`config.mk`:
```
export PLATFORM = sky130hd
export DESIGN_NAME = pwm_deadtime_ctrl
export DESIGN_NICKNAME = d
export VERILOG_FILES = /design/src/rtl/pwm_deadtime_ctrl_pkg.sv /design/src/rtl/pwm_deadtime_counter.sv /design/src/rtl/pwm_deadtime_ctrl.sv
export SDC_FILE = /design/constraint.sdc
export NUM_CORES = 1
export LEC_CHECK = 0
export ABC_AREA = 1
export ABC_CLOCK_PERIOD_IN_PS = 3700
export CORE_ASPECT_RATIO = 1.75
export CORE_UTILIZATION = 57
export DETAILED_ROUTE_END_ITERATION = 8
export GPL_ROUTABILITY_DRIVEN = 1
export PLACE_DENSITY = 0.8
export SETUP_SLACK_MARGIN = 0.15
export SYNTH_ARGS = -nofsm -noshare
export SYNTH_HDL_FRONTEND = slang
export SYNTH_SLANG_ARGS = --single-unit
```
`constraint.sdc`:
```
create_clock -name clk_100 -period 3.7 [get_ports clk_100]
set_clock_uncertainty 0.15 [all_clocks]
set_input_delay 0.555 -clock clk_100 [delete_from_list [all_inputs] [get_ports clk_100]]
set_output_delay 0.555 -clock clk_100 [all_outputs]
set_load 0.005 [all_outputs]
```
`src/rtl/pwm_deadtime_ctrl_pkg.sv`:
```
// Shared definitions for the half-bridge dead-time sequencer:
// state encoding, default counter width and a dead-band state test.
package pwm_deadtime_ctrl_pkg;

  localparam int DT_W_DEF = 16;

  typedef enum logic [2:0] {
    ST_IDLE   = 3'd0,
    ST_HS_ON  = 3'd1,
    ST_DT_H2L = 3'd2,
    ST_LS_ON  = 3'd3,
    ST_DT_L2H = 3'd4,
    ST_FAULT  = 3'd5
  } state_e;

  function automatic logic is_dead(input state_e s);
    return (s == ST_DT_H2L) || (s == ST_DT_L2H);
  endfunction

endpackage

```
`src/rtl/pwm_deadtime_counter.sv`:
```
// Dead-band timer: counts up from 0 while enabled, flags the last cycle of a
// band of max(dt, 1) cycles. Clear has priority over count enable.
module pwm_deadtime_counter #(
  parameter int DT_W = 16
) (
  input  logic            clk_100,
  input  logic            RST,
  input  logic            clr_i,
  input  logic            en_i,
  input  logic [DT_W-1:0] dt_i,
  output logic [DT_W-1:0] cnt_o,
  output logic            term_o
);

  logic [DT_W-1:0] cnt_q, cnt_d;

  always_comb begin
    cnt_d = cnt_q;
    if (clr_i) begin
      cnt_d = '0;
    end else if (en_i) begin
      cnt_d = cnt_q + DT_W'(1);
    end
  end

  always_ff @(posedge clk_100) begin
    if (RST) begin
      cnt_q <= '0;
    end else begin
      cnt_q <= cnt_d;
    end
  end

  // A zero setting still yields a single both-off cycle.
  assign term_o = (dt_i == '0) || (cnt_q == (dt_i - DT_W'(1)));
  assign cnt_o  = cnt_q;

endmodule

```
`src/rtl/pwm_deadtime_ctrl.sv`:
```
// Complementary half-bridge leg sequencer: every gate hand-over passes through
// a latched dead band; all outputs are registered alongside the state.
module pwm_deadtime_ctrl
  import pwm_deadtime_ctrl_pkg::*;
#(
  parameter int DT_W = DT_W_DEF
) (
  input  logic            clk_100,
  input  logic            RST,
  input  logic            enable,
  input  logic            pwm_in,
  input  logic [DT_W-1:0] PWM_DEAD_TIME,
  input  logic            fault,
  input  logic            fault_clr,
  output logic            PWM_H,
  output logic            PWM_L,
  output logic            dead_active,
  output logic            fault_flag,
  output logic [2:0]      state
);

  state_e          state_q, state_d;
  logic [DT_W-1:0] dt_lat_q, dt_lat_d;
  logic [DT_W-1:0] dt_cnt;
  logic            pwm_h_q, pwm_l_q, dead_q, fault_q;
  logic            term, band_stay, band_entry, cnt_clr;

  pwm_deadtime_counter #(.DT_W(DT_W)) u_cnt (
    .clk_100 (clk_100),
    .RST     (RST),
    .clr_i   (cnt_clr),
    .en_i    (band_stay),
    .dt_i    (dt_lat_q),
    .cnt_o   (dt_cnt),
    .term_o  (term)
  );

  always_comb begin
    state_d = state_q;
    if (fault) begin
      state_d = ST_FAULT;
    end else if (state_q == ST_FAULT) begin
      if (fault_clr) state_d = ST_IDLE;
    end else if (!enable) begin
      state_d = ST_IDLE;
    end else begin
      case (state_q)
        ST_IDLE:   state_d = pwm_in ? ST_DT_L2H : ST_DT_H2L;
        ST_HS_ON:  if (!pwm_in) state_d = ST_DT_H2L;
        ST_LS_ON:  if (pwm_in) state_d = ST_DT_L2H;
        ST_DT_H2L: begin
          if (pwm_in)    state_d = ST_HS_ON;
          else if (term) state_d = ST_LS_ON;
        end
        ST_DT_L2H: begin
          if (!pwm_in)   state_d = ST_LS_ON;
          else if (term) state_d = ST_HS_ON;
        end
        default:   state_d = ST_IDLE;
      endcase
    end
  end

  // The counter only advances while a band continues; any other move restarts it.
  always_comb begin
    band_stay  = is_dead(state_q) && (state_d == state_q);
    band_entry = is_dead(state_d) && !band_stay;
    dt_lat_d   = band_entry ? PWM_DEAD_TIME : dt_lat_q;
    cnt_clr    = !band_stay && (dt_cnt != '0);
  end

  always_ff @(posedge clk_100) begin
    if (RST) begin
      state_q  <= ST_IDLE;
      dt_lat_q <= '0;
      pwm_h_q  <= 1'b0;
      pwm_l_q  <= 1'b0;
      dead_q   <= 1'b0;
      fault_q  <= 1'b0;
    end else begin
      state_q  <= state_d;
      dt_lat_q <= dt_lat_d;
      pwm_h_q  <= (state_d == ST_HS_ON);
      pwm_l_q  <= (state_d == ST_LS_ON);
      dead_q   <= is_dead(state_d);
      fault_q  <= (state_d == ST_FAULT);
    end
  end

  assign PWM_H       = pwm_h_q;
  assign PWM_L       = pwm_l_q;
  assign dead_active = dead_q;
  assign fault_flag  = fault_q;
  assign state       = state_q;

endmodule

```
==> results of run 1 <==
synthesized netlist by cell type:
| cell | instances | area share [%] |
|---|---|---|
| nand2_1 | 117 | 16 |
| nor2_1 | 70 | 9.6 |
| inv_1 | 48 | 6.6 |
| dfxtp_1 | 39 | 28 |
| nand3_1 | 24 | 4.4 |
| xor2_1 | 22 | 7.0 |
| nand2_2 | 19 | 4.3 |
| a21oi_2 | 11 | 3.5 |
| nor3_1 | 10 | 1.8 |
| a21oi_1 | 8 | 1.5 |
| xnor2_1 | 7 | 2.2 |
| nor2_2 | 6 | 1.4 |
| nand3_2 | 5 | 1.8 |
| nor4_1 | 5 | 1.1 |
| clkbuf_1 | 4 | 0.55 |
| nor2_4 | 4 | 1.6 |
| buf_4 | 3 | 0.82 |
| clkinv_1 | 3 | 0.41 |
| ha_1 | 3 | 1.4 |
| nand4_1 | 3 | 0.68 |
| buf_2 | 2 | 0.36 |
| nand3b_1 | 2 | 0.55 |
| o21ai_0 | 2 | 0.36 |
| a21boi_0 | 1 | 0.27 |
| buf_12 | 1 | 0.73 |
| buf_6 | 1 | 0.41 |
| buf_8 | 1 | 0.55 |
| clkbuf_2 | 1 | 0.18 |
| o31ai_1 | 1 | 0.27 |
| or2_1 | 1 | 0.23 |
| or2_2 | 1 | 0.23 |
| xnor3_1 | 1 | 0.82 |
layer usage:
layer  track usage, %  up-vias
met5                0        -
met4             14.5        0
met3             5.02       21
met2             53.8       67
met1             24.9     1142
li1                 -     1353
cell usage in the layout, fill, tap and decap left out, types with 2 or more instances in the layout:
cell type / Yosys / routed
nand3_2: 5 / 5
nor2_4: 4 / 4
nor4_1: 5 / 5
nand3_1: 24 / 24
o21ai_0: 2 / 2
clkdlybuf4s50_1: 0 / 28
a21oi_2: 11 / 11
xnor2_1: 7 / 7
buf_4: 3 / 2
clkinv_1: 3 / 3
nand3b_1: 2 / 2
a21oi_1: 8 / 8
nor2_2: 6 / 6
nand2_2: 19 / 19
inv_1: 48 / 48
dfxtp_1: 39 / 39
clkbuf_8: 0 / 5
nand4_1: 3 / 3
nor2_1: 70 / 70
nor3_1: 10 / 10
xor2_1: 22 / 22
clkinv_4: 0 / 2
ha_1: 3 / 3
nand2_1: 117 / 117
worst max-delay path by stage:
| stage | slack, ps | cells after the start | end | startpoint |
|---|---|---|---|---|
| after floorplan | 1140 | 20 | u_cnt.cnt_o[11] | dt_lat_q[0] |
| after detailed placement | 620 | 21 | dt_lat_q[0] | dt_lat_q[0] |
| after global placement | 660 | 20 | dt_lat_q[2] | dt_lat_q[0] |
| after global routing | 190 | 24 | dt_lat_q[7] | dt_lat_q[0] |
| final | 620 | 21 | dt_lat_q[10] | dt_lat_q[0] |
| after CTS | 590 | 21 | dt_lat_q[8] | dt_lat_q[0] |
power breakdown:
part	switching, mW	internal, mW	leakage (nW)	total (mW)
Combinational	0.181	0.126	0.995	0.307
Sequential	0.0269	0.442	0.318	0.469
Clock	0.168	0.135	0.0443	0.303
Total	0.375	0.703	1.36	1.08
state kept, by name (all words and copies together) (netlist names):
name	flops
dead_active	1
fault_flag	1
state	3
u_cnt.cnt_o	16
PWM_L	1
PWM_H	1
dt_lat_q	16
critical path, stage by stage, from the launching register on:
cell and delay (ps):
dfxtp_1 330, inv_1 120, ha_1 260, nand2_2 130, nor2_4 170, nand3_2 80, xor2_1 150, clkinv_1 80
nor2_1 130, nand3_2 100, nand2_1 70, nand2_1 50, nand2_1 80, nand2_2 70, nand2_2 70, nand2_1 50
nand2_1 90, nor2_4 60, nor2_4 490, nand2_1 110, nand2_1 80, nor2_1 60
per-stage QoR:
step / worst slack [ps] / cells / hold slack [ps]
global route: 192 / 503 / 396
finish: 616 / 503 / 362
CTS: 592 / 503 / 363
detailed placement: 622 / 495 / 351
floorplan: 1140 / 426 / 317
global placement: 664 / 495 / 345
cell families after synthesis:
logic type               Yosys count  share of synthesized area (%)
AO/OA/AOI/OAI                     23                           5.87
XOR/XNOR                          30                           10.1
adder cells (fa/ha/maj)            3                           1.37
buffers and inverters             64                           10.6
flip-flops                        39                           28.4
AND/OR/NAND/NOR                  267                           43.7
final cells by class:
cell class              instances  share of cell area, %
repair buffers                 30                   9.52
clock inverters                 3                  0.806
well taps                      52                   2.10
clock buffers                   5                   2.22
multi-input cells             323                   54.0
inverters                      51                   6.17
flip-flops and latches         39                   25.2
==> results.ini, run 1 <==
[outcome]
outcome = completed

[logic_synthesis]
synth_area_um2 = 2750
yosysSeqAreaShare_pct = 28.4
synth_warnings = 0
avgSynthCellArea_um2 = 6.45
ys_ff_latch = 39
ys_types = 32
synth_nets = 451
synth_cells = 426

[clocking]
clock_latency_ps = 300
clockBufferDepth = 2
cts_resized = 0
cts_tree = done
clock_sinks = 39
cts_buffers = 5
cts_setup_buffers = 0
htreeDepth = 2
hold_buffers = 0
clkTransAtPathRegs_ps = 90
cts-root-buf = clkbuf_8

[drt]
drt_iter0_markers = 31
vias = 2583
drcViolationCount = 0
wl_um = 6160
wl_met3_um = 191
ant_nets = 0
highest_layer = met4
vias_per_cell = 5.14
first_pass_iters = 4
met1_length_um = 2280
routedWlPerCell_um = 12.2
dr_wl_met2_um = 3440

[setup_path]
cp-end-kind = flip-flop
path_max_fanout = 32
startpoint_type = flip-flop
r2r_start = dt_lat_q[0]
cp.arrival_ps = 3130
r2r-end = dt_lat_q[10]
rrSetupSlack_ps = 620
ff2ff_path_depth = 21
cp.required_ps = 3750
worstSetupPathType = reg -> reg

[floorplan]
initial_core_util_pct = 58.9
die_h_um = 93.8
die_w_um = 54.5
ios = 29
rows = 33
core_um2 = 4670
die_area_um2 = 5110

[pwr]
power.total_mw = 1.08
power_per_cell_area_nw_per_um2 = 347
p_leak_nw = 1.36
vdd_ir_drop_max_uv = 251

[finish]
final_layout_size_suffix_gt1_share_pct = 12.4
fin_area_um2 = 3100
fill_cells = 429
area.growth.synth_to_final_pct = 12.9
multi_input_area_um2 = 1680
seq_area_um2 = 781
diodes = 0
utilization_pct = 66.5
nets = 475

[place]
dpl_cell_area_um2 = 3010
port_buffers = 28
routabilityCongestion = 0.898
hpwl_um = 4880

[global_routing]
grt_pass1_wl_um = 10400
grt_max_degree = 33
first_global_vias = 2530
antenna_found_initial = 0
track_usage_pct = 27.8
grt-ovfl-total = 0

[timing]
fmax_ghz = 0.324
tns_ps = 0
finalCritPeriodShare_pct = 83.4
hold_violations = 0
slew_violations = 0
max_slew_margin_pct = 52.9
rsz0062_at_grt = no
setup-violations-final = 0
post-route-min-period_ps = 3080
worst_pin_slew_ps = 700

[hold_path]
min_path_type = reg -> reg
min_path_cells = 2
min-delay-start = u_cnt.cnt_o[14]
whs_endpoint = u_cnt.cnt_o[14]

[flow_run]
drv_cap = 0

Note: power is estimated with default switching activity, not from simulation.
==> run 2, diff against run 1 <==
Settings changed: ABC_CLOCK_PERIOD_IN_PS 3700 to 3100.
Clock period 3.7 ns to 3.1 ns, I/O delays scaled along.
==> run 2 against run 1 <==
Against the previous run: die area is the same; utilization grew 3.1 points; register-to-register slack lost 300 ps; final area grew 4.6%; sequential share of layout area shrank 1.1 points; first-iteration DRC count grew to 2.7 times the previous value; wire length grew 6.4%; hold slack gained 1.3 ps; critical path type unchanged.
==> results.ini, run 2 (synthesis gave the netlist of run 1 again) <==
[drt]
vias_per_cell = 5.21  ; +1.4%
wl_um = 6560  ; +6.4%
routedWlPerCell_um = 12.9  ; +5.4%
drt_iter0_markers = 83  ; +170%
drcViolationCount = 0  ; unchanged
ant_nets = 0  ; unchanged
vias = 2645  ; +2.4%
first_pass_iters = 4  ; unchanged

[pwr]
p_leak_nw = 1.42  ; +4.4%
vdd_ir_drop_max_uv = 352  ; +41%
power.total_mw = 1.48  ; +37%
power_per_cell_area_nw_per_um2 = 455  ; +31%

[place]
place_ws_ps = 126  ; -496 ps
hpwl_um = 4760  ; -2.5%
port_buffers = 28  ; unchanged
dpl_cell_area_um2 = 3040  ; +1.2%
routabilityCongestion = 0.919  ; +2.4%
placed_cells = 498  ; +0.61%

[finish]
final_cell_mix = 115 x nand2_1, 69 x nor2_1, 47 x inv_1
diodes = 0  ; unchanged
area.growth.synth_to_final_pct = 18.1
fill_cells = 417  ; -2.8%
nets = 480  ; +1.1%
multi_input_area_um2 = 1710  ; +1.9%
layout.cells.non_filler = 508  ; +0.99%
seq_area_um2 = 782  ; +0.16%
fin_area_um2 = 3250  ; +4.6%
final_common_cell = nand2_1
final_layout_size_suffix_gt1_share_pct = 14.7  ; +2.3 points
utilization_pct = 69.6  ; +3.1 points

[clocking]
clock_sinks = 39  ; unchanged
clkTransAtPathRegs_ps = 80  ; about the same
clock_latency_ps = 300  ; about the same
htreeDepth = 2  ; unchanged
cts_tree = done
cts_buffers = 5  ; unchanged
cts-root-buf = clkbuf_8
cts_setup_buffers = 0  ; unchanged
clockBufferDepth = 2  ; unchanged

[setup_path]
cp.arrival_ps = 2830  ; -300 ps
path_max_fanout = 19  ; -41%
cp.required_ps = 3140  ; -610 ps
cp-end-kind = flip-flop
startpoint_type = flip-flop
worstSetupPathType = reg -> reg

[global_routing]
grtUsageMet1_pct = 27.0  ; +2.2 points
top_usage_layer = met2
track_usage_pct = 27.3  ; -0.55 points
grt-ovfl-total = 0  ; unchanged
grt_max_degree = 33  ; unchanged
use_met2_pct = 47.2  ; -6.6 points
grt_pass1_wl_um = 10200  ; -2.7%
first_global_vias = 2431  ; -3.9%
antenna_found_initial = 0  ; unchanged
grt.met3_usage_pct = 5.66  ; +0.65 points

[floorplan]
ios = 29  ; unchanged
core_um2 = 4670  ; unchanged
rows = 33  ; unchanged
die_area_um2 = 5110  ; unchanged
die_h_um = 93.8  ; unchanged
die_w_um = 54.5  ; unchanged
initial_core_util_pct = 58.9  ; unchanged

[timing]
tns_ps = 0  ; unchanged
post-route-min-period_ps = 2790  ; -296 ps
setup-violations-final = 0  ; unchanged
hold_violations = 0  ; unchanged
rsz0062_at_grt = no
finalCritPeriodShare_pct = 89.9  ; +6.6 points
whs_ps = 363  ; +1.31 ps
max_slew_margin_pct = 49.9  ; -3.0 points
fmax_ghz = 0.359  ; +11%
worst_pin_slew_ps = 745  ; +44.4 ps
setup_ws_ps = 312  ; -304 ps
slew_violations = 0  ; unchanged

[hold_path]
min_path_type = reg -> reg

[flow_run]
drv_cap = 0  ; unchanged

[outcome]
outcome = completed

-- run 2: changes by cell type in the layout (fill, tap and decap cells not counted), sizes merged --
cell,change
nand2,+1
clkbuf,+1
bufinv,+2
buf,+3
clkinv,-2
-- run 2: worst paths after layout --
kind,depth (start not counted),slack [ps],start,end
max,20,310,dt_lat_q[0],u_cnt.cnt_o[7]
min,2,360,u_cnt.cnt_o[14],u_cnt.cnt_o[14]
max reg2reg,20,310,dt_lat_q[0],u_cnt.cnt_o[7]
min reg2reg,2,360,u_cnt.cnt_o[14],u_cnt.cnt_o[14]
-- run 2: layout make-up --
| cell class | count | share of cell area (%) |
|---|---|---|
| well taps | 52 | 2.00 |
| inverters | 51 | 5.90 |
| clock inverters | 3 | 2.08 |
| clock buffers | 5 | 2.12 |
| multi-input cells | 324 | 52.6 |
| flip-flops and latches | 39 | 24.1 |
| repair buffers | 34 | 11.2 |
-- run 2: per-layer routing --
| layer | part of all wire (%) | vias to the layer above |
|---|---|---|
| li1 | - | 1368 |
| met3 | 3.5 | 31 |
| met4 | 6.0 | 0 |
| met2 | 53 | 76 |
| met1 | 38 | 1170 |
| met5 | 0 | - |
-- run 2: timing repair --
item | CTS | global route
endpoints found under the setup margin | 16 | 32
hold buffers | 0 | 0
cloned | 0 | 2
gates resized for setup | 2 | 8
pin swaps | 0 | 3
-- run 2: power by group --
| group | switching (mW) | internal (mW) |
|---|---|---|
| Combinational | 0.232 | 0.169 |
| Clock | 0.194 | 0.321 |
| Sequential | 0.0332 | 0.528 |
| Total | 0.460 | 1.02 |
-- run 2: worst max-delay path: stages, from the launching register on --
cell,delay [ps]
dfxtp_1,340
inv_2,110
ha_4,170
nand2_2,100
nor2_4,150
nand3_2,90
xor2_1,160
clkinv_1,80
nor2_1,150
nand3_2,110
nand3_2,70
nand2_2,60
nand2_2,80
nand2_2,80
nand2_2,80
nand3_2,110
nor2_4,170
buf_8,200
nand2_1,70
nand2_1,100
a21oi_2,50
